`src/rtl/data_mem_responder_if.sv`:
```
// -----------------------------------------------------------------------------
// data_mem_responder_if
//   Data-side memory bus between the single-cycle core and its memory responder.
//
//   Request (core -> responder):
//     MemWrite    store request this cycle
//     MemRead     load request this cycle
//     Funct3      RV32I load/store funct3 (size / extension)
//     ALUResult   byte address
//     WriteData   store data, right-aligned
//   Response (responder -> core / bench):
//     ReadData    load result, extended, combinational
//     MisalignErr sticky misaligned-access flag
//     ToHost      last value stored to the TOHOST register
//     ToHostValid sticky, set by the first TOHOST store
// -----------------------------------------------------------------------------
interface data_mem_responder_if;
    logic        MemWrite;
    logic        MemRead;
    logic [2:0]  Funct3;
    logic [31:0] ALUResult;
    logic [31:0] WriteData;
    logic [31:0] ReadData;
    logic        MisalignErr;
    logic [31:0] ToHost;
    logic        ToHostValid;

    modport master (
        output MemWrite, MemRead, Funct3, ALUResult, WriteData,
        input  ReadData, MisalignErr, ToHost, ToHostValid
    );

    modport slave (
        input  MemWrite, MemRead, Funct3, ALUResult, WriteData,
        output ReadData, MisalignErr, ToHost, ToHostValid
    );
endinterface

```
`src/rtl/data_mem_responder.sv`:
```
// -----------------------------------------------------------------------------
// data_mem_responder
//   Data memory for the single-cycle RISC-V core: byte-addressed RAM with
//   sized/extended loads and lane-masked stores, plus a 16-byte MMIO window
//   holding a 64-bit cycle counter and the TOHOST bench-exit register.
//
//   Ports:
//     clk    rising-edge clock
//     reset  asynchronous, active-high reset (RAM contents are not reset)
//     bus    data_mem_responder_if.slave (request in, ReadData/status out)
//
//   MMIO map (relative to MMIO_BASE):
//     +0x0 CYCLE_LO (ro)   +0x4 CYCLE_HI (ro)   +0x8 TOHOST (rw)   +0xC zero
// -----------------------------------------------------------------------------
module data_mem_responder #(
    parameter int          DEPTH_WORDS = 64,
    parameter logic [31:0] MMIO_BASE   = 32'h0000_0F00
) (
    input  logic                  clk,
    input  logic                  reset,
    data_mem_responder_if.slave   bus
);
    localparam int          AW        = $clog2(DEPTH_WORDS);
    localparam logic [31:0] RAM_BYTES = 32'(DEPTH_WORDS * 4);

    localparam logic [2:0] F3_B  = 3'b000;
    localparam logic [2:0] F3_H  = 3'b001;
    localparam logic [2:0] F3_W  = 3'b010;
    localparam logic [2:0] F3_BU = 3'b100;
    localparam logic [2:0] F3_HU = 3'b101;

    localparam logic [1:0] OFF_CYCLE_LO = 2'd0;
    localparam logic [1:0] OFF_CYCLE_HI = 2'd1;
    localparam logic [1:0] OFF_TOHOST   = 2'd2;

    logic [31:0]   mem [DEPTH_WORDS];
    logic [63:0]   cycle_cnt;
    logic [31:0]   to_host;
    logic          to_host_valid;
    logic          misalign_err;

    logic [31:0]   addr;
    logic [AW-1:0] word_idx;
    logic          is_ram;
    logic          is_mmio;
    logic          misaligned;
    logic          store_ok;
    logic          ram_we;
    logic          to_host_we;

    logic [31:0]   mmio_word;
    logic [31:0]   rd_word;
    logic [7:0]    rd_byte;
    logic [15:0]   rd_half;
    logic [31:0]   rd_ext;
    logic [3:0]    wmask;
    logic [31:0]   wword;

    // ---------------- address decode ----------------
    assign addr     = bus.ALUResult;
    assign word_idx = addr[AW+1:2];
    assign is_ram   = (addr < RAM_BYTES);
    assign is_mmio  = (addr[31:4] == MMIO_BASE[31:4]);

    // Halfword needs addr[0]=0, word needs addr[1:0]=0; only counts while the
    // core is actually accessing memory.
    assign misaligned = (bus.MemRead || bus.MemWrite) &&
                        ((((bus.Funct3 == F3_H) || (bus.Funct3 == F3_HU)) && addr[0]) ||
                         ((bus.Funct3 == F3_W) && (addr[1:0] != 2'b00)));

    assign store_ok   = bus.MemWrite && !misaligned;
    // A store coinciding with an asserted reset is dropped.
    assign ram_we     = store_ok && is_ram && !reset;
    assign to_host_we = store_ok && is_mmio && (addr[3:2] == OFF_TOHOST) &&
                        (bus.Funct3 == F3_W);

    // ---------------- read path (combinational) ----------------
    // NOTE: every variable assigned in always_comb gets a default first, so no
    // path through the block can leave it holding an old value (a latch).
    always_comb begin
        mmio_word = '0;
        case (addr[3:2])
            OFF_CYCLE_LO: mmio_word = cycle_cnt[31:0];
            OFF_CYCLE_HI: mmio_word = cycle_cnt[63:32];
            OFF_TOHOST:   mmio_word = to_host;
            default:      mmio_word = '0;
        endcase
    end

    always_comb begin
        rd_word = '0;
        if (is_ram) begin
            rd_word = mem[word_idx];
        end else if (is_mmio) begin
            rd_word = mmio_word;
        end

        rd_byte = rd_word[7:0];
        case (addr[1:0])
            2'd1:    rd_byte = rd_word[15:8];
            2'd2:    rd_byte = rd_word[23:16];
            2'd3:    rd_byte = rd_word[31:24];
            default: rd_byte = rd_word[7:0];
        endcase
        rd_half = addr[1] ? rd_word[31:16] : rd_word[15:0];

        rd_ext = '0;
        case (bus.Funct3)
            F3_B:    rd_ext = {{24{rd_byte[7]}}, rd_byte};
            F3_H:    rd_ext = {{16{rd_half[15]}}, rd_half};
            F3_W:    rd_ext = rd_word;
            F3_BU:   rd_ext = {24'b0, rd_byte};
            F3_HU:   rd_ext = {16'b0, rd_half};
            default: rd_ext = '0;
        endcase
    end

    assign bus.ReadData = misaligned ? 32'b0 : rd_ext;

    // ---------------- write path ----------------
    // Store data is replicated across all lanes; the mask picks which land.
    always_comb begin
        wmask = 4'b0000;
        wword = '0;
        case (bus.Funct3)
            F3_B: begin
                wmask = 4'b0001 << addr[1:0];
                wword = {4{bus.WriteData[7:0]}};
            end
            F3_H: begin
                wmask = addr[1] ? 4'b1100 : 4'b0011;
                wword = {2{bus.WriteData[15:0]}};
            end
            F3_W: begin
                wmask = 4'b1111;
                wword = bus.WriteData;
            end
            default: begin
                wmask = 4'b0000;
                wword = '0;
            end
        endcase
    end

    // NOTE: the RAM array has no reset; clearing it would turn the block RAM
    // into a wide register file, and software never relies on its initial value.
    always_ff @(posedge clk) begin
        if (ram_we) begin
            for (int i = 0; i < 4; i++) begin
                if (wmask[i]) begin
                    mem[word_idx][8*i +: 8] <= wword[8*i +: 8];
                end
            end
        end
    end

    // ---------------- control/status registers ----------------
    // NOTE: state registers use non-blocking assignments so every flop samples
    // values from before the edge, independent of block ordering.
    always_ff @(posedge clk or posedge reset) begin
        if (reset) begin
            cycle_cnt     <= '0;
            to_host       <= '0;
            to_host_valid <= 1'b0;
            misalign_err  <= 1'b0;
        end else begin
            cycle_cnt <= cycle_cnt + 64'd1;
            if (misaligned) begin
                misalign_err <= 1'b1;
            end
            if (to_host_we) begin
                to_host       <= bus.WriteData;
                to_host_valid <= 1'b1;
            end
        end
    end

    assign bus.MisalignErr = misalign_err;
    assign bus.ToHost      = to_host;
    assign bus.ToHostValid = to_host_valid;

endmodule

```
`src/flat_wrapper.sv`:
```
// flat-port wrapper written by rule: the top's interface ports become plain ports
module data_mem_responder_flat 
#(
    parameter int          DEPTH_WORDS = 64,
    parameter logic [31:0] MMIO_BASE   = 32'h0000_0F00
)
  (clk, reset, bus_MemWrite, bus_MemRead, bus_Funct3, bus_ALUResult, bus_WriteData, bus_ReadData, bus_MisalignErr, bus_ToHost, bus_ToHostValid);
  data_mem_responder_if bus_i ();
  input  logic clk;
  input  logic reset;
  input wire logic [$bits(bus_i.MemWrite)-1:0] bus_MemWrite;
  input wire logic [$bits(bus_i.MemRead)-1:0] bus_MemRead;
  input wire logic [$bits(bus_i.Funct3)-1:0] bus_Funct3;
  input wire logic [$bits(bus_i.ALUResult)-1:0] bus_ALUResult;
  input wire logic [$bits(bus_i.WriteData)-1:0] bus_WriteData;
  output wire logic [$bits(bus_i.ReadData)-1:0] bus_ReadData;
  output wire logic [$bits(bus_i.MisalignErr)-1:0] bus_MisalignErr;
  output wire logic [$bits(bus_i.ToHost)-1:0] bus_ToHost;
  output wire logic [$bits(bus_i.ToHostValid)-1:0] bus_ToHostValid;
  assign bus_i.MemWrite = bus_MemWrite;
  assign bus_i.MemRead = bus_MemRead;
  assign bus_i.Funct3 = bus_Funct3;
  assign bus_i.ALUResult = bus_ALUResult;
  assign bus_i.WriteData = bus_WriteData;
  assign bus_ReadData = bus_i.ReadData;
  assign bus_MisalignErr = bus_i.MisalignErr;
  assign bus_ToHost = bus_i.ToHost;
  assign bus_ToHostValid = bus_i.ToHostValid;
  data_mem_responder #(.DEPTH_WORDS(DEPTH_WORDS), .MMIO_BASE(MMIO_BASE)) u_core (.clk(clk), .reset(reset), .bus(bus_i));
endmodule
```
`config.mk`:
```
export PLATFORM = sky130hd
export DESIGN_NAME = data_mem_responder_flat
export DESIGN_NICKNAME = d
export VERILOG_FILES = /design/src/rtl/data_mem_responder_if.sv /design/src/rtl/data_mem_responder.sv /design/src/flat_wrapper.sv
export SDC_FILE = /design/constraint.sdc
export NUM_CORES = 2
export LEC_CHECK = 0
export ABC_CLOCK_PERIOD_IN_PS = 2900
export BUFFER_PORTS_ARGS = -buffer_cell sky130_fd_sc_hd__buf_2
export CORE_MARGIN = 1
export CORE_UTILIZATION = 30
export DETAILED_ROUTE_END_ITERATION = 12
export GPL_TIMING_DRIVEN = 0
export HOLD_SLACK_MARGIN = 0.1
export REMOVE_ABC_BUFFERS = 1
export SLEW_MARGIN = 20
export SYNTH_ARGS = -nofsm -noshare
export SYNTH_HDL_FRONTEND = slang
export SYNTH_SLANG_ARGS = --single-unit
```
`constraint.sdc`:
```
create_clock -name clk -period 2.9 [get_ports clk]
set_clock_uncertainty 0.05 [all_clocks]
set_input_delay 0.145 -clock clk [delete_from_list [all_inputs] [get_ports clk]]
set_output_delay 0.145 -clock clk [all_outputs]
set_load 0.01 [all_outputs]
```
; ---- After elaboration in Yosys (flattened, before gate mapping)
; Memories as Yosys holds them, arrays and structs flattened.
; Cells that the tools add are included.
[totals]
inputBits = 71
ram_bits = 2048
memories = 1
mem_bits_ro = 0
elab_cells = 57
latchBits = 0
reg_bits = 98
output_inout_bits = 66
[classes]
shifts = 1
addsub = 1
n_reduce_logical = 17
div = 0
eq_ne = 10
n_mul = 0
order_cmp = 1
bitwise = 0
n_mux = 22
[mem_list]
columns = memory, words, width, rd, rd_ports_with_merged_regs, write_ports, line_no
row1 = u_core.mem, 64, 32, 1, 0, 1, data_mem_responder.sv:36  ; logic [31:0] mem [DEPTH_WORDS];
[op_table]
columns = operator, count
row1 = $pmux 32 s3, 2
row2 = $pmux 32 s5, 1
row3 = $mux 32, 3
row4 = $add 64x1->64 const B, 1
row5 = $lt 32x9->1 const B, 1
row6 = $eq 28x8->1 const B, 1
row7 = $pmux 8 s3, 1
row8 = $mux 16, 1
row9 = $mux 1, 12
row10 = $pmux 4 s3, 1
row11 = $logic_and 1x1->1, 9
row12 = $eq 2x2->1 const B, 3
row13 = $eq 3x3->1 const B, 2
row14 = $eq 2x1->1 const B, 2
row15 = $mux 4, 1
row16 = $shl 1x2->4 const A, 1
row17 = $eq 3x1->1 const B, 1
row18 = $eq 3x2->1 const B, 1
row19 = $logic_not 3->1, 1
row20 = $logic_or 1x1->1, 3
row21 = $logic_not 1->1, 2
row22 = $logic_not 2->1, 1
row23 = $reduce_bool 2->1, 1

; ---- Depth between registers and ports, before layout
[depth]
ltp_word = 11
ltp_mapped = 15
ltp_nobuf = 9

; ---- Least setup slack after synthesis
; OpenSTA, ideal clock, no wires.
[synth_path]
kind = in2reg
start = input bus_Funct3[1]
end = memory u_core.mem[0][13] (data pin)
required_time_ps = 2302
setup_ps = 548
path_stages = 5
arrival_ps = 2732
path_slack_ps = -430
path_buffers = 2
path_cell_list = clkbuf_1 > clkbuf_1 > nand2b_1 > or2_2 > a21oi_1
[synth_between]
elab_chain_len = 2
word_cells_on_any_way = 4
cone_classes = eq/ne (2) / mux (1) / reduce/logical (1)
[synth_rtl]
columns = item, line_no
row1 = from (decl), flat_wrapper.sv:13  ; input wire logic [$bits(bus_i.Funct3)-1:0] bus_Funct3;
row2 = "$eq 3x2->1, or another cell as far along", data_mem_responder.sv:125  ; case (bus.Funct3)
row3 = $pmux 32 s3 (*), data_mem_responder.sv:125
row4 = named net u_core.wword[13], data_mem_responder.sv:57  ; logic [31:0] wword;
row5 = to (decl), data_mem_responder.sv:36
; The timed path passes the listed nets; every way through them passes the cells marked *.

; ---- Worst setup path after layout
[layout_path]
start = input bus_Funct3[1]
end = output bus_ReadData[6]
[layout_between]
elab_chain_len = 6
word_cells_on_any_way = 12
cone_classes = eq/ne (4) / mux (2) / reduce/logical (6)
[layout_rtl]
columns = item, line_no
row1 = $eq 3x1->1 / $eq 3x3->1 (equally long branches), "data_mem_responder.sv:68, data_mem_responder.sv:108"
row2 = $logic_or 1x1->1, data_mem_responder.sv:68  ; ((((bus.Funct3 == F3_H) || (bus.Funct3 == F3_HU)) && addr[0]) ||
row3 = $logic_and 1x1->1, data_mem_responder.sv:68
row4 = $logic_or 1x1->1, data_mem_responder.sv:68
row5 = $logic_and 1x1->1, data_mem_responder.sv:67  ; assign misaligned = (bus.MemRead || bus.MemWrite) &&
row6 = $mux 32 (*), data_mem_responder.sv:118  ; assign bus.ReadData = misaligned ? 32'b0 : rd_ext;
row7 = to (decl), flat_wrapper.sv:16  ; output wire logic [$bits(bus_i.ReadData)-1:0] bus_ReadData;
; Mark *: on every way between the ends. The rest lies on a longest branch, timed or not.

==> qor.txt <==
Area growth syn-to-layout: 19.9%
Yosys top cell area share: 0.719
power per cell area: 626 nW/um^2
met3 routed WL: 25,300 um
Hold Vio Cnt, Final: 0
failing checks: setup timing
Root Buffer: clkbuf_16
# clock sinks: 2,146
TritonCTS clock tree: done
Initial Util: 0.302
largest net degree at the start of global routing: 89
final worst path period share: 1.42
synthesized area per cell: 19.6 um^2
simple-gate share of the synthesized area: 0.0418
Fillers: 25,900
max_cap viols: 0
CTS buffer count: 213
global route overflow: 0
cell taking the most area after synthesis: edfxtp_1
Slew Viols, Final: 0
Top FF cell, synth: edfxtp_1
Max FO, Critical Path: 36
Reg clk slew, reported paths: 0.06 ns
Worst R2R Path Depth: 9
synth warn: 0
slew at the pin closest to its max-slew limit: 1.30 ns
synth top area cells: edfxtp_1 72%, mux4_2 14%, dfrtp_1 2.9%, mux2i_1 1.7%, nor2_1 1.7%
Yosys reg bits: 2,146
number of H-tree levels: 4
WHS Path Cells: 5
Critical R2R Launch: u_core.cycle_cnt[2]$_DFF_PP0_
crit path time final: 4.11 ns
WHS: 0.184 ns
DR pass1 iterations: 6
worst IR drop on VDD: 0.000660 V
top-count cell post-synth: edfxtp_1
WL per Instance: 31.9 um
crit end category: primary output
largest family of logic cells by synthesized area: multiplexers
vias in the first global route: 45,900
initial drt markers: 5,776
setup violators final: 428
critical path startpoint: bus_Funct3[1]
PortBufs: 136
startpoint types: primary input
detailed-route via count: 45,900
Die Ht: 536 um
Hold/Removal Path Class: primary input to register
clk_lat worst skew: 0.86 ns
worst setup path class: primary input to primary output
Std-Cell Rows: 195
Pleak: 28.5 nW
highest clock rate: 243 MHz
Post-Synth XOR/XNOR Area: 0.00635
Total GRT Usage: 0.189
clk buf depth: 3
R2R setup slack: 0.07 ns
Post-DRT Antenna Nets: 0
reg2reg end: u_core.cycle_cnt[63]$_DFF_PP0_
dpl ws: -3.99 ns
dpl hpwl: 173,000 um
metal2 WL: 129,000 um
core area: 283,000 um^2
Synth Area in Compound Gates: 0.0271
Slew Limit Headroom: 0.129
Routed WL: 274,000 um
Synth Area in Adders: 0.000146
CP arrival: 3.91 ns
Die W: 536 um
initial antenna violation count: 10
non-filler cells, final: 8,611
share of flip-flops with an asynchronous set or reset: 0.0457
GPL Wtd Cong: 0.937
number of distinct library cells after synthesis: 68
Cell Area, Synth: 85,600 um^2
Die ar.: 287,000 um^2
first-pass GRT wire length: 375,000 um
run status: finished with violations
placed cells: 8,087
CP Capture Point: bus_ReadData[6]
top cells by count, synth: 2,048 x edfxtp_1, 523 x mux4_2, 378 x nor2_1
DR top layer: met5
I/O pins: 137
Syn Inst Count: 4,363
Vias/cell: 5.33
multiplexer share of the synthesized area: 0.162
setup ws final: -1.21 ns
NumNets Final: 4,752
RSZ-0062 raised after global routing: yes
Metal-1 WL: 100,000 um
post-synthesis sequential area ratio: 0.747
Worst EP required: 2.71 ns
share of cells above drive strength 1: 0.332
number of flops mapped to enable cells by yosys: 2,048
drt drc: 0
[cells in the final DEF, fill, tap and decap left out, drive strengths merged, types with 19 or more instances in the layout]
cell type and instances:
xnor2 48, o21ai 51, a22oi 52, a21oi 103, clkbuf 288, nor2 378, mux4 523, and3 20
nor3 19, clkinv 88, nor2b 25, nand4 20, o22ai 30, edfxtp 2048, dfrtp 98, mux2i 147
nand2 246, nand3 52, buf 272, bufbuf 20, dlygate4sd3 56, mux2 51
[through the flow]
stage	utilization	power [mW]	instance area, um^2	setup TNS (ns)
2_1_floorplan	-	35.9	84300	-3373.70
3_3_place_gp	0.317	38.1	89600	-
3_5_place_dp	0.326	37.7	92200	-4480.17
4_1_cts	0.359	64.3	102000	-34.38
5_1_grt	0.362	65.6	103000	-38.55
6_report	0.362	64.2	103000	-48.78
[cell families after synthesis]
family                   Yosys count
AO/OA/AOI/OAI                    347
adder cells (fa/ha/maj)            1
AND/OR/NAND/NOR                  825
buffers and inverters            261
XOR/XNOR                          62
flip-flops                      2146
multiplexers                     721
[flip-flops by register name, summed over array words and instances, names as in the netlist]
name / cells
u_core.bus.ToHost: 32
u_core.mem: 2048
u_core.cycle_cnt: 64
u_core.bus.MisalignErr: 1
u_core.bus.ToHostValid: 1
[metal layers]
layer / track usage / vias up
met5: 0 / -
met4: 0.124 / 4
met3: 0.0531 / 629
met2: 0.298 / 2325
met1: 0.226 / 24500
li1: - / 18500
[repair_timing]
item	4_1_cts	5_1_grt
hold buffers	58	0
setup buffers	22	14
hold endpoints to repair	1011	0
pin swaps	12	10
resized for setup	339	163
setup endpoints to repair	2141	1124
gates cloned	24	3
[how the worst min path moves through the flow]
| stage | from | endpoint |
|---|---|---|
| after detailed placement | reset | u_core.bus.ToHost[3]$_DFFE_PP0P_ |
| after floorplan | bus_WriteData[0] | u_core.bus.ToHost[0]$_DFFE_PP0P_ |
| final | bus_Funct3[0] | u_core.mem[53][24]$_DFFE_PP_ |
| after global routing | bus_Funct3[0] | u_core.mem[31][24]$_DFFE_PP_ |
| after CTS | bus_Funct3[0] | u_core.mem[31][24]$_DFFE_PP_ |
| after global placement | bus_WriteData[29] | u_core.bus.ToHost[29]$_DFFE_PP0P_ |
[critical path: stages]
cell and delay, ns:
buf_4 0.44, nor2b_4 0.52, nand2b_1 0.17, o31ai_1 0.35, nand2_1 0.44, a221o_1 0.40, a221oi_1 0.71, a222oi_1 0.24
o22ai_2 0.26, buf_2 0.19
[cell type report]
| cell class | count | area (um^2) | area share |
|---|---|---|---|
| antenna | 6 | 15.0 | 0.000146 |
| multi-input combinational | 1957 | 22500 | 0.220 |
| clock buffer | 283 | 5860 | 0.0571 |
| inverter | 9 | 57.6 | 0.000561 |
| sequential | 2146 | 64000 | 0.623 |
| tap | 3743 | 4680 | 0.0457 |
| clock inverter | 114 | 866 | 0.00844 |
| timing repair buffer | 353 | 4610 | 0.0449 |
[where the power goes]
group / internal (mW) / total [mW] / leakage (nW) / switching, mW
clock network: 15.0 / 26.7 / 3.29 / 11.7
logic: 1.24 / 3.49 / 8.48 / 2.26
registers: 34.0 / 34.0 / 16.7 / 0.00000331
total: 50.2 / 64.2 / 28.5 / 14.0
(Power assumes the default switching activity.)
